==> src/rtl/alu_ctrl_pkg.sv <==
// Shared ALU control definitions: one-hot ALU function bit map, operand
// select encodings and the RV32I opcode/funct fields needed to decode them.
package alu_ctrl_pkg;

  localparam int ALU_FUN_W = 11;
  typedef logic [ALU_FUN_W-1:0] alu_fun_t;

  // Bit positions inside the one-hot ALU function code
  localparam int ALU_ADD_BIT  = 0;
  localparam int ALU_SLL_BIT  = 1;
  localparam int ALU_SLT_BIT  = 2;
  localparam int ALU_SLTU_BIT = 3;
  localparam int ALU_XOR_BIT  = 4;
  localparam int ALU_SRL_BIT  = 5;
  localparam int ALU_OR_BIT   = 6;
  localparam int ALU_AND_BIT  = 7;
  localparam int ALU_SUB_BIT  = 8;
  localparam int ALU_SRA_BIT  = 9;
  localparam int ALU_PASS_BIT = 10;

  typedef enum logic [1:0] {
    OP1_RS1  = 2'd0,
    OP1_PC   = 2'd1,
    OP1_UIMM = 2'd2
  } op1_sel_t;

  typedef enum logic [1:0] {
    OP2_RS2  = 2'd0,
    OP2_IMM  = 2'd1,
    OP2_FOUR = 2'd2
  } op2_sel_t;

  // RV32I major opcodes
  localparam logic [6:0] OPC_LUI    = 7'b0110111;
  localparam logic [6:0] OPC_AUIPC  = 7'b0010111;
  localparam logic [6:0] OPC_JAL    = 7'b1101111;
  localparam logic [6:0] OPC_JALR   = 7'b1100111;
  localparam logic [6:0] OPC_BRANCH = 7'b1100011;
  localparam logic [6:0] OPC_LOAD   = 7'b0000011;
  localparam logic [6:0] OPC_STORE  = 7'b0100011;
  localparam logic [6:0] OPC_OP_IMM = 7'b0010011;
  localparam logic [6:0] OPC_OP     = 7'b0110011;
  localparam logic [6:0] OPC_FENCE  = 7'b0001111;
  localparam logic [6:0] OPC_SYSTEM = 7'b1110011;

  // OP / OP-IMM funct3 values
  localparam logic [2:0] F3_ADD  = 3'b000;
  localparam logic [2:0] F3_SLL  = 3'b001;
  localparam logic [2:0] F3_SLT  = 3'b010;
  localparam logic [2:0] F3_SLTU = 3'b011;
  localparam logic [2:0] F3_XOR  = 3'b100;
  localparam logic [2:0] F3_SR   = 3'b101;
  localparam logic [2:0] F3_OR   = 3'b110;
  localparam logic [2:0] F3_AND  = 3'b111;

  localparam logic [6:0] F7_BASE = 7'h00;
  localparam logic [6:0] F7_ALT  = 7'h20;

  typedef struct packed {
    alu_fun_t alu_fun;
    op1_sel_t op1_sel;
    op2_sel_t op2_sel;
    logic     illegal;
  } dec_ctrl_t;

  // One-hot code with only bit idx set
  function automatic alu_fun_t alu_fun_bit(input int unsigned idx);
    alu_fun_bit = alu_fun_t'(1'b1) << idx;
  endfunction

  // Base (funct7 = 0) function for an OP/OP-IMM funct3
  function automatic alu_fun_t alu_fun_base(input logic [2:0] funct3);
    case (funct3)
      F3_ADD:  alu_fun_base = alu_fun_bit(ALU_ADD_BIT);
      F3_SLL:  alu_fun_base = alu_fun_bit(ALU_SLL_BIT);
      F3_SLT:  alu_fun_base = alu_fun_bit(ALU_SLT_BIT);
      F3_SLTU: alu_fun_base = alu_fun_bit(ALU_SLTU_BIT);
      F3_XOR:  alu_fun_base = alu_fun_bit(ALU_XOR_BIT);
      F3_SR:   alu_fun_base = alu_fun_bit(ALU_SRL_BIT);
      F3_OR:   alu_fun_base = alu_fun_bit(ALU_OR_BIT);
      F3_AND:  alu_fun_base = alu_fun_bit(ALU_AND_BIT);
      default: alu_fun_base = '0;
    endcase
  endfunction

endpackage

==> src/rtl/alu_ctrl_decode.sv <==
// Purely combinational RV32I decode: instruction -> one-hot ALU function,
// operand selects, sign-extended immediate and illegal flag. An illegal
// encoding forces function, selects and immediate to zero.
module alu_ctrl_decode
  import alu_ctrl_pkg::*;
#(
  parameter int XLEN = 32
) (
  input  logic [31:0]     instr_i,
  output dec_ctrl_t       ctrl_o,
  output logic [XLEN-1:0] imm_o
);

  logic [6:0]  opcode_s;
  logic [2:0]  funct3_s;
  logic [6:0]  funct7_s;
  logic [31:0] imm_i_s;
  logic [31:0] imm_s_s;
  logic [31:0] imm_b_s;
  logic [31:0] imm_u_s;
  logic [31:0] imm_j_s;
  logic [31:0] imm_sh_s;

  alu_fun_t    fun_s;
  op1_sel_t    op1_s;
  op2_sel_t    op2_s;
  logic [31:0] imm32_s;
  logic        illegal_s;

  assign opcode_s = instr_i[6:0];
  assign funct3_s = instr_i[14:12];
  assign funct7_s = instr_i[31:25];
  assign imm_i_s  = {{20{instr_i[31]}}, instr_i[31:20]};
  assign imm_s_s  = {{20{instr_i[31]}}, instr_i[31:25], instr_i[11:7]};
  assign imm_b_s  = {{19{instr_i[31]}}, instr_i[31], instr_i[7], instr_i[30:25],
                     instr_i[11:8], 1'b0};
  assign imm_u_s  = {instr_i[31:12], 12'h000};
  assign imm_j_s  = {{11{instr_i[31]}}, instr_i[31], instr_i[19:12], instr_i[20],
                     instr_i[30:21], 1'b0};
  // Shift-immediates carry only the 5-bit shamt
  assign imm_sh_s = {27'd0, instr_i[24:20]};

  // Opcode/funct decode into raw function, selects and immediate
  always_comb begin
    fun_s     = '0;
    op1_s     = OP1_RS1;
    op2_s     = OP2_RS2;
    imm32_s   = 32'd0;
    illegal_s = 1'b0;
    case (opcode_s)
      OPC_OP: begin
        if (funct7_s == F7_BASE) begin
          fun_s = alu_fun_base(funct3_s);
        end else if (funct7_s == F7_ALT) begin
          if (funct3_s == F3_ADD) begin
            fun_s = alu_fun_bit(ALU_SUB_BIT);
          end else if (funct3_s == F3_SR) begin
            fun_s = alu_fun_bit(ALU_SRA_BIT);
          end else begin
            illegal_s = 1'b1;
          end
        end else begin
          illegal_s = 1'b1;
        end
      end
      OPC_OP_IMM: begin
        op2_s = OP2_IMM;
        if (funct3_s == F3_SLL) begin
          imm32_s = imm_sh_s;
          if (funct7_s == F7_BASE) begin
            fun_s = alu_fun_bit(ALU_SLL_BIT);
          end else begin
            illegal_s = 1'b1;
          end
        end else if (funct3_s == F3_SR) begin
          imm32_s = imm_sh_s;
          if (funct7_s == F7_BASE) begin
            fun_s = alu_fun_bit(ALU_SRL_BIT);
          end else if (funct7_s == F7_ALT) begin
            fun_s = alu_fun_bit(ALU_SRA_BIT);
          end else begin
            illegal_s = 1'b1;
          end
        end else begin
          imm32_s = imm_i_s;
          fun_s   = alu_fun_base(funct3_s);
        end
      end
      OPC_LUI: begin
        fun_s   = alu_fun_bit(ALU_PASS_BIT);
        op1_s   = OP1_UIMM;
        imm32_s = imm_u_s;
      end
      OPC_AUIPC: begin
        fun_s   = alu_fun_bit(ALU_ADD_BIT);
        op1_s   = OP1_PC;
        op2_s   = OP2_IMM;
        imm32_s = imm_u_s;
      end
      OPC_JAL: begin
        fun_s   = alu_fun_bit(ALU_ADD_BIT);
        op1_s   = OP1_PC;
        op2_s   = OP2_FOUR;
        imm32_s = imm_j_s;
      end
      OPC_JALR: begin
        fun_s   = alu_fun_bit(ALU_ADD_BIT);
        op1_s   = OP1_PC;
        op2_s   = OP2_FOUR;
        imm32_s = imm_i_s;
      end
      OPC_LOAD: begin
        fun_s   = alu_fun_bit(ALU_ADD_BIT);
        op2_s   = OP2_IMM;
        imm32_s = imm_i_s;
      end
      OPC_STORE: begin
        fun_s   = alu_fun_bit(ALU_ADD_BIT);
        op2_s   = OP2_IMM;
        imm32_s = imm_s_s;
      end
      OPC_BRANCH: begin
        imm32_s = imm_b_s;
      end
      OPC_FENCE, OPC_SYSTEM: begin
        imm32_s = imm_i_s;
      end
      default: begin
        illegal_s = 1'b1;
      end
    endcase
  end

  // Squash everything on an illegal encoding so EX sees a clean no-op
  always_comb begin
    ctrl_o = '0;
    imm_o  = '0;
    if (illegal_s) begin
      ctrl_o.illegal = 1'b1;
    end else begin
      ctrl_o.alu_fun = fun_s;
      ctrl_o.op1_sel = op1_s;
      ctrl_o.op2_sel = op2_s;
      imm_o          = XLEN'($signed(imm32_s));
    end
  end

endmodule

==> src/rtl/alu_ctrl_decode_stage_chk.sv <==
// Property checker for the decode stage outputs: one-hot-or-zero function
// code and stable payload while an entry is held back by EX.
module alu_ctrl_decode_stage_chk
  import alu_ctrl_pkg::*;
#(
  parameter int XLEN = 32
) (
  input logic            clk_i,
  input logic            rst_i,
  input logic            flush_i,
  input logic            out_valid_i,
  input logic            out_ready_i,
  input logic [10:0]     alu_fun_i,
  input logic [1:0]      op1_sel_i,
  input logic [1:0]      op2_sel_i,
  input logic [XLEN-1:0] imm_i,
  input logic [XLEN-1:0] pc_i,
  input logic            illegal_i
);

  a_fun_onehot0: assert property (@(posedge clk_i) disable iff (rst_i)
    $onehot0(alu_fun_i));

  a_illegal_zero: assert property (@(posedge clk_i) disable iff (rst_i)
    illegal_i |-> (alu_fun_i == 11'd0));

  a_hold_stable: assert property (@(posedge clk_i) disable iff (rst_i)
    (out_valid_i && !out_ready_i && !flush_i) |=>
      (out_valid_i && $stable({alu_fun_i, op1_sel_i, op2_sel_i, imm_i, pc_i, illegal_i})));

endmodule

==> src/rtl/alu_ctrl_decode_stage.sv <==
// ID/EX boundary stage: decodes the incoming instruction combinationally and
// registers the result behind a valid/ready buffer. With SKID_EN=1 a second
// (skid) entry lets in_ready_o come straight from a flop while still
// sustaining one transfer per cycle.
module alu_ctrl_decode_stage
  import alu_ctrl_pkg::*;
#(
  parameter int XLEN    = 32,
  parameter bit SKID_EN = 1'b1
) (
  input  logic            clk_i,
  input  logic            rst_i,
  input  logic            in_valid_i,
  output logic            in_ready_o,
  input  logic [31:0]     instr_i,
  input  logic [XLEN-1:0] pc_i,
  input  logic            flush_i,
  output logic            out_valid_o,
  input  logic            out_ready_i,
  output logic [10:0]     alu_fun_o,
  output logic [1:0]      op1_sel_o,
  output logic [1:0]      op2_sel_o,
  output logic [XLEN-1:0] imm_o,
  output logic [XLEN-1:0] pc_o,
  output logic            illegal_o
);

  dec_ctrl_t       dec_ctrl_s;
  logic [XLEN-1:0] dec_imm_s;

  logic            main_v_q, main_v_d;
  dec_ctrl_t       main_ctrl_q, main_ctrl_d;
  logic [XLEN-1:0] main_imm_q, main_imm_d;
  logic [XLEN-1:0] main_pc_q, main_pc_d;
  logic            skid_v_q, skid_v_d;
  dec_ctrl_t       skid_ctrl_q, skid_ctrl_d;
  logic [XLEN-1:0] skid_imm_q, skid_imm_d;
  logic [XLEN-1:0] skid_pc_q, skid_pc_d;

  logic            in_ready_s;
  logic            in_fire_s;
  logic            out_fire_s;

  alu_ctrl_decode #(.XLEN(XLEN)) u_decode (
    .instr_i (instr_i),
    .ctrl_o  (dec_ctrl_s),
    .imm_o   (dec_imm_s)
  );

  assign in_ready_s = SKID_EN ? !skid_v_q : (!main_v_q || out_ready_i);
  assign in_fire_s  = in_valid_i && in_ready_s;
  assign out_fire_s = main_v_q && out_ready_i;

  // Next-state of main and skid entries; flush overrides every handshake
  always_comb begin
    main_v_d    = main_v_q;
    main_ctrl_d = main_ctrl_q;
    main_imm_d  = main_imm_q;
    main_pc_d   = main_pc_q;
    skid_v_d    = skid_v_q;
    skid_ctrl_d = skid_ctrl_q;
    skid_imm_d  = skid_imm_q;
    skid_pc_d   = skid_pc_q;
    if (flush_i) begin
      main_v_d = 1'b0;
      skid_v_d = 1'b0;
    end else if (SKID_EN) begin
      if (!main_v_q) begin
        // Skid is always empty when main is empty
        if (in_fire_s) begin
          main_v_d    = 1'b1;
          main_ctrl_d = dec_ctrl_s;
          main_imm_d  = dec_imm_s;
          main_pc_d   = pc_i;
        end else begin
          main_v_d = 1'b0;
        end
      end else if (out_fire_s) begin
        if (skid_v_q) begin
          // in_ready was low, so no new entry can arrive this cycle
          main_ctrl_d = skid_ctrl_q;
          main_imm_d  = skid_imm_q;
          main_pc_d   = skid_pc_q;
          skid_v_d    = 1'b0;
        end else if (in_fire_s) begin
          main_ctrl_d = dec_ctrl_s;
          main_imm_d  = dec_imm_s;
          main_pc_d   = pc_i;
        end else begin
          main_v_d = 1'b0;
        end
      end else begin
        // Main held by EX: park a newly accepted entry in the skid slot
        if (in_fire_s) begin
          skid_v_d    = 1'b1;
          skid_ctrl_d = dec_ctrl_s;
          skid_imm_d  = dec_imm_s;
          skid_pc_d   = pc_i;
        end else begin
          skid_v_d = skid_v_q;
        end
      end
    end else begin
      skid_v_d = 1'b0;
      if (in_fire_s) begin
        main_v_d    = 1'b1;
        main_ctrl_d = dec_ctrl_s;
        main_imm_d  = dec_imm_s;
        main_pc_d   = pc_i;
      end else if (out_fire_s) begin
        main_v_d = 1'b0;
      end else begin
        main_v_d = main_v_q;
      end
    end
  end

  // Entry registers; reset clears valid flags and payload alike
  always_ff @(posedge clk_i or posedge rst_i) begin
    if (rst_i) begin
      main_v_q    <= 1'b0;
      main_ctrl_q <= '0;
      main_imm_q  <= '0;
      main_pc_q   <= '0;
      skid_v_q    <= 1'b0;
      skid_ctrl_q <= '0;
      skid_imm_q  <= '0;
      skid_pc_q   <= '0;
    end else begin
      main_v_q    <= main_v_d;
      main_ctrl_q <= main_ctrl_d;
      main_imm_q  <= main_imm_d;
      main_pc_q   <= main_pc_d;
      skid_v_q    <= skid_v_d;
      skid_ctrl_q <= skid_ctrl_d;
      skid_imm_q  <= skid_imm_d;
      skid_pc_q   <= skid_pc_d;
    end
  end

  assign in_ready_o  = in_ready_s;
  assign out_valid_o = main_v_q;
  assign alu_fun_o   = main_ctrl_q.alu_fun;
  assign op1_sel_o   = main_ctrl_q.op1_sel;
  assign op2_sel_o   = main_ctrl_q.op2_sel;
  assign imm_o       = main_imm_q;
  assign pc_o        = main_pc_q;
  assign illegal_o   = main_ctrl_q.illegal;

`ifndef SYNTHESIS
  // Simulation/formal-only property checks
  alu_ctrl_decode_stage_chk #(.XLEN(XLEN)) u_chk (
    .clk_i       (clk_i),
    .rst_i       (rst_i),
    .flush_i     (flush_i),
    .out_valid_i (out_valid_o),
    .out_ready_i (out_ready_i),
    .alu_fun_i   (alu_fun_o),
    .op1_sel_i   (op1_sel_o),
    .op2_sel_i   (op2_sel_o),
    .imm_i       (imm_o),
    .pc_i        (pc_o),
    .illegal_i   (illegal_o)
  );
`endif

endmodule

==> config.mk <==
export PLATFORM = sky130hd
export DESIGN_NAME = alu_ctrl_decode_stage
export DESIGN_NICKNAME = d
export VERILOG_FILES = /design/src/rtl/alu_ctrl_pkg.sv /design/src/rtl/alu_ctrl_decode.sv /design/src/rtl/alu_ctrl_decode_stage_chk.sv /design/src/rtl/alu_ctrl_decode_stage.sv
export SDC_FILE = /design/constraint.sdc
export NUM_CORES = 1
export LEC_CHECK = 0
export BUFFER_PORTS_ARGS = -buffer_cell sky130_fd_sc_hd__buf_4
export CAP_MARGIN = 20
export CORE_MARGIN = 10
export CORE_UTILIZATION = 35
export CTS_BUF_LIST = sky130_fd_sc_hd__clkbuf_16
export CTS_CLUSTER_DIAMETER = 150
export DETAILED_ROUTE_END_ITERATION = 10
export GPL_TIMING_DRIVEN = 0
export REMOVE_ABC_BUFFERS = 1
export SKIP_LAST_GASP = 1
export SYNTH_ARGS = -nofsm -noshare
export SYNTH_HDL_FRONTEND = slang
export SYNTH_SLANG_ARGS = --single-unit
==> constraint.sdc <==
create_clock -name clk_i -period 9.45 [get_ports clk_i]
set_clock_uncertainty 0.15 [all_clocks]
set_input_delay 2.835 -clock clk_i [delete_from_list [all_inputs] [get_ports clk_i]]
set_output_delay 2.835 -clock clk_i [all_outputs]
set_load 0.005 [all_outputs]
### Word level (Yosys, flattened, before mapping)

Memories as Yosys holds them, arrays and structs flattened.
Cells that the tools add are included.

| storage, ports and cells | value |
|---|---|
| register bits | 162 |
| latch bits | 0 |
| RAM bits | 0 |
| memory bits (read-only) | 128 |
| input port bits | 69 |
| word-level logic and storage cells | 99 |
| memories kept | 2 |

| operators by class | value |
|---|---|
| $add $sub $neg | 0 |
| $mul | 0 |
| divide/modulo/power cells | 0 |
| magnitude comparators | 0 |
| eq/ne operators | 15 |
| shift operators | 0 |
| mux-type cells | 49 |
| bitwise gates (word level) | 2 |
| reduce and logical (&&, ||, !) cells | 17 |

Memories:

| memory | depth | bits a word | rd ports | clocked after Yosys merged registers in | write ports | line | text |
|---|---|---|---|---|---|---|---|
| (name not given) | 8 | 8 | 1 | 0 | 0 | alu_ctrl_pkg.sv:73 | `case (funct3)` |
| (name not given) | 8 | 8 | 1 | 0 | 0 | alu_ctrl_pkg.sv:73 |  |

Operators by type and width:

| operator | number |
|---|---|
| two-way mux 32 bit | 11 |
| one-hot mux 32 bit (6 select lines) | 1 |
| two-way mux 11 bit | 6 |
| two-way mux 16 bit | 4 |
| one-hot mux 11 bit (4 select lines) | 1 |
| == test 7 x 6 -> 1 bit (second input constant) | 4 |
| == test 7 bit (second input constant) | 4 |
| two-way mux 10 bit | 2 |
| two-way mux 1 bit | 19 |
| two-way mux 15 bit | 1 |
| == test 7 x 5 -> 1 bit (second input constant) | 2 |
| OR reduction 9 bit | 1 |
| one-hot mux 2 bit (2 select lines) | 2 |
| OR reduction 4 bit | 2 |
| == test 7 x 2 -> 1 bit (second input constant) | 1 |
| == test 7 x 4 -> 1 bit (second input constant) | 1 |
| logical NOT 7 bit | 1 |
| OR reduction 5 bit | 1 |
| AND reduction 2 bit | 2 |
| AND reduction 4 bit | 1 |
| OR reduction 2 bit | 2 |
| == test 3 x 1 -> 1 bit (second input constant) | 1 |
| == test 3 bit (second input constant) | 1 |
| logical NOT 3 bit | 1 |
| 9 further kinds | 11 |

### Logic depth before layout (Yosys ltp)

| logic depth | value |
|---|---|
| depth after elaboration | 11 |
| depth in mapped cells | 7 |

### Modules after synthesis

From an unflattened synthesis, not the netlist that was laid out.

| second synthesis, totals | value |
|---|---|
| cell total of the unflattened synthesis | 619 |
| area, all modules | 7931.4 um^2 |

By module, submodules not included:

| module | instances | cells an instance | area an instance (um^2) | seq. area each (um^2) |
|---|---|---|---|---|
| alu_ctrl_decode_stage | 1 | 457 | 6981.7 | 4053.9 |
| alu_ctrl_decode | 1 | 162 | 949.7 | 0.0 |

### Worst setup path after synthesis

Ideal clock, no wire load.

| path | value |
|---|---|
| path type | input port to flip-flop |
| start point | input port instr_i[25] |
| end point | register skid_imm_q[1] |
| library setup time | 92 ps |
| arrival time | 4313 ps |
| required time | 9208 ps |
| slack | 4895 ps |
| stages on the path | 5 |
| buffers on the path | 0 |
| cells stage by stage | or4_4 -> a2111oi_4 -> o221a_4 -> nand2_2 -> o31ai_2 |

| on the way | value |
|---|---|
| longest elaborated chain between the ends | 7 |

Ends and longest elaborated chain:

| item | line | text |
|---|---|---|
| start, declared | alu_ctrl_decode_stage.sv:15 | `input logic [31:0] instr_i,` |
| == test 7 x 6 -> 1 bit | alu_ctrl_decode.sv:54, alu_ctrl_decode.sv:79 |  |
| two-way mux 1 bit | alu_ctrl_decode.sv:79 | `end else if (funct7_s == F7_ALT) begin` |
| two-way mux 1 bit | alu_ctrl_decode.sv:77 | `if (funct7_s == F7_BASE) begin` |
| two-way mux 1 bit | alu_ctrl_decode.sv:75 | `end else if (funct3_s == F3_SR) begin` |
| two-way mux 1 bit | alu_ctrl_decode.sv:68 | `if (funct3_s == F3_SLL) begin` |
| one-hot mux 1 bit (3 select lines) (*) | alu_ctrl_decode.sv:50 | `case (opcode_s)` |
| two-way mux 32 bit (*) | alu_ctrl_decode.sv:138 | `if (illegal_s) begin` |
| end signal, assigned | alu_ctrl_decode_stage.sv:136 | `skid_imm_q <= skid_imm_d;` |
| end, declared | alu_ctrl_decode_stage.sv:37 | `logic [XLEN-1:0] skid_imm_q, skid_imm_d;` |

Mark *: on every way between the ends. The rest lies on a longest branch, timed or not.
A chain may end at the register's enable or synchronous reset.

### Final worst setup path

| path | value |
|---|---|
| start point | input port in_valid_i |
| end point | register skid_imm_q[20] |

| on the way | value |
|---|---|
| longest elaborated chain between the ends | 2 |

Ends and longest elaborated chain:

| item | line | text |
|---|---|---|
| start, declared | alu_ctrl_decode_stage.sv:13 | `input logic in_valid_i,` |
| logical AND 1 bit | alu_ctrl_decode_stage.sv:51 | `assign in_fire_s = in_valid_i && in_ready_s;` |
| AND reduction 4 bit (no source line) | -- |  |

No other way between the ends.

==> key figures <==
Timing
  • Worst relative slew slack: between 30% and 40%
  • Fin crit share: a little over half
  • Fmax: ~200 MHz
  • Minimum clock period: 5102 ps
  • Hold slack: 327.8 ps
  • RSZ-0062 raised after global routing: false
  • Max-slew violations: 0
  • Final setup vio count: 0
  • Tightest Pin Transition: approximately 1000 ps
  • Final Hold Fails: 0

Yosys
  • Post-synthesis cell area: 0.007234 sq mm
  • Synth unique cells: 55
  • Mux contribution to synthesized area: 0%
  • Synth Area in Simple Gates: around 17%
  • Compound-cell area share of the yosys netlist: 23.24%
  • Main combinational cell family by area after synthesis: compound AO/OA/AOI/OAI gates
  • Cell with the most instances after synthesis: nand2_1
  • Syn avg cell area: 9.347 sq um
  • Post-Synth Adder-Cell Area: 0%
  • #FFs+latches synth: 162
  • Largest area contributor in the netlist: dfrtp_1
  • Cells after Synth: approximately 770
  • Number of synthesized flops with an enable pin: 0
  • Post-synth top area share: between 50% and 60%
  • Seq/Total Area, Yosys: 56.04%
  • Synth area leaders: dfrtp_1, nand2_1, o22ai_1
  • Post-synth top flop: dfrtp_1
  • Async S/R FF share, synth: 100.0%
  • Commonest cells post-synth: nand2_1, dfrtp_1, a21oi_1
  • Synth Warn #: 0
  • XOR/XNOR Fraction of Synth Area: 0.2421%

Worst hold path
  • HP Class: register to register

Place
  • Detailed-placement wirelength estimate: roughly 15 mm
  • Dpl cells: 1148
  • Port bufs: 150
  • Routability cong.: 0.8296

Global routing
  • Global Route Usage Sum: 16.64%
  • GRT overflow: 0
  • M1 GR Usage: 23.01%
  • First-pass GRT wire length: 35.91 mm
  • Grt met2 use: 25.37%
  • Initial antenna violation count: 0
  • Met3 Usage GRT: ~3.5%
  • Top Usage Layer GRT: met2
  • Largest net degree at the start of global routing: 104
  • Vias in the first global route: 6407

Finish
  • Cell Count, Final, Fillers Out: 1180
  • Fillers: 1983
  • ANT cells: 0
  • Layout Nets: 966
  • Final Util: 46.09%
  • Proportion of layout cells with a drive suffix above 1: 24.62%
  • FF+latch area: 0.004054 sq mm
  • Area grow syn2layout: 29.33%
  • Area occupied by multi-input gates: 0.002958 sq mm

Critical path
  • Critical-path cell list: buf_4, nand2b_2, buf_12, or3_4, buf_16, a21oi_1, a21oi_1
  • CP Buf/Inv Count: 3
  • Critical Path End Type: register
  • Cell family with most CP delay: compound AO/OA/AOI/OAI gates
  • WS Path Type: input port to register
  • CP Max Fanout: 71
  • WP data required: 9580 ps
  • Critical path arrival: 5230 ps
  • Crit start category: input port
  • Slowest stage delay, CP: 770 ps
  • Cell mode on critical path: a21oi_1
  • CP max-delay cell: a21oi_1

Power
  • Clock network power share: 34.7%
  • Peak supply drop: 0.1211 mV
  • Leakage: 0.004204 uW
  • Sw Ratio: slightly below 30%
  • Sequential power share: between 40% and 50%
  • Pwr per Cell Area: 202.5 mW/mm^2
  • Pint: 1339 uW
  • P_sw: 555.1 uW
  • Power share of the combinational group: 18.9%

Clock tree
  • Clk Latency, worst-skew pair: 430 ps
  • CTS sink cnt: 162
  • Root Driver: clkbuf_16
  • Total CTS buffers: 17
  • Post-CTS Repair Setup Buffers: 0
  • Hold_buf cts: 0
  • Htree depth: 4
  • Post-CTS sizing: 0
  • Clock Pin Slew Worst Setup and Hold Paths: 70 ps
  • CTS tree: built
  • Clk buf depth: 2

Die
  • Core area: 0.02030 sq mm
  • Chip width: approximately 160 microns
  • Starting Density: 35.64%
  • Rows: 52
  • Vert. Die Dim: 163.8 microns
  • DIE AREA: 0.02682 sq mm
  • Top-Level Pins: roughly 150

Drt
  • Starting DRT DRC Count: between 400 and 500
  • Detail Route Antenna Nets: 0
  • Routed wire length: 22.15 mm
  • Detailed Routing Iterations Pass 1: 5
  • Vias per cell: 5.280
  • DR DRC count: 0
  • Via count: 6230
  • Per-cell routed wire length: ~19 microns

Run status
  • Outcome: completed

Run
  • Max-Cap Viols: 0
[final timing paths]
path                          startpoint        endpoint  slack [ps]  cells past startpoint
min reg2reg                skid_pc_q[28]   skid_pc_q[28]         330                      2
max                           in_valid_i  skid_imm_q[20]        4350                      7
max reg2reg                     skid_v_q  skid_imm_q[20]        6280                      6
max in group asynchronous          rst_i  skid_imm_q[29]        6020                      3
min in group asynchronous          rst_i        pc_o[28]        2270                      2
min                        skid_pc_q[28]   skid_pc_q[28]         330                      2
[cell type report]
| class | count | share of cell area, % |
|---|---|---|
| flip-flops and latches | 162 | 43.33 |
| multi-input cells | 545 | 31.61 |
| repair buffers | 165 | 15.24 |
| clock buffers | 17 | 4.547 |
| well taps | 270 | 3.611 |
| clock inverters | 15 | 1.337 |
| inverters | 6 | 0.3209 |
[registers in the layout, summed over array words and instances (netlist names), 2 cells and up]
name and count:
op2_sel_o 2, imm_o 32, skid_ctrl_q 16, skid_pc_q 32, op1_sel_o 2, alu_fun_o 11
skid_imm_q 32, pc_o 32
[per-stage QoR]
stage / area, sq um / TNS [ps] / setup slack [ps] / power (uW)
after detailed placement: 8806 / 0 / 3867 / 1255
after global placement: 8462 / -52500 / -1912 / 1235
after floorplan: 6998 / 0 / 2088 / 1040
after global routing: 9356 / 0 / 4170 / 2002
after CTS: 9356 / 0 / 4328 / 1919
final: 9356 / 0 / 4349 / 1894
[layer usage]
layer  vias up  share of wire (%)
met5         -                  0
met4         0                1.8
met3        24                5.1
met2       158                 47
met1      3049                 46
li1       2999                  -
[power by group through the flow]
| stage | clock [uW] | combinational, uW | sequential (uW) |
|---|---|---|---|
| after detailed placement | 0 | 365 | 890 |
| after CTS | 674 | 366 | 878 |
| after floorplan | 0 | 159 | 882 |
| after global placement | 0 | 346 | 890 |
| final | 657 | 359 | 878 |
| after global routing | 702 | 407 | 893 |
[placed cells by master (no fill, tap or decap), drive strengths merged, types with 7 or more instances in the layout]
| cell type | instances |
|---|---|
| nor2 | 56 |
| dfrtp | 162 |
| o31ai | 7 |
| o21ai | 40 |
| nand3 | 9 |
| inv | 15 |
| nand2 | 169 |
| o211ai | 9 |
| a21oi | 79 |
| nor3 | 13 |
| a211oi | 15 |
| clkbuf | 17 |
| buf | 165 |
| o22ai | 75 |
[worst register-to-register path: cells and delay by family, from the launching register on]
kind                   cells  cell delay, ps
DFF                        1             420
and+or+nand+nor            2             950
AOI/OAI and AO/OA          2             940
buffers and inverters      2             560
[cell families (layout without fill, tap and decap cells)]
family          Yosys count  in the layout
xor+xnor                  2              2
buf+inv                  67            203
flops                   162            162
compound gates          259            259
simple gates            284            284
Note: power is estimated with default switching activity, not from simulation.
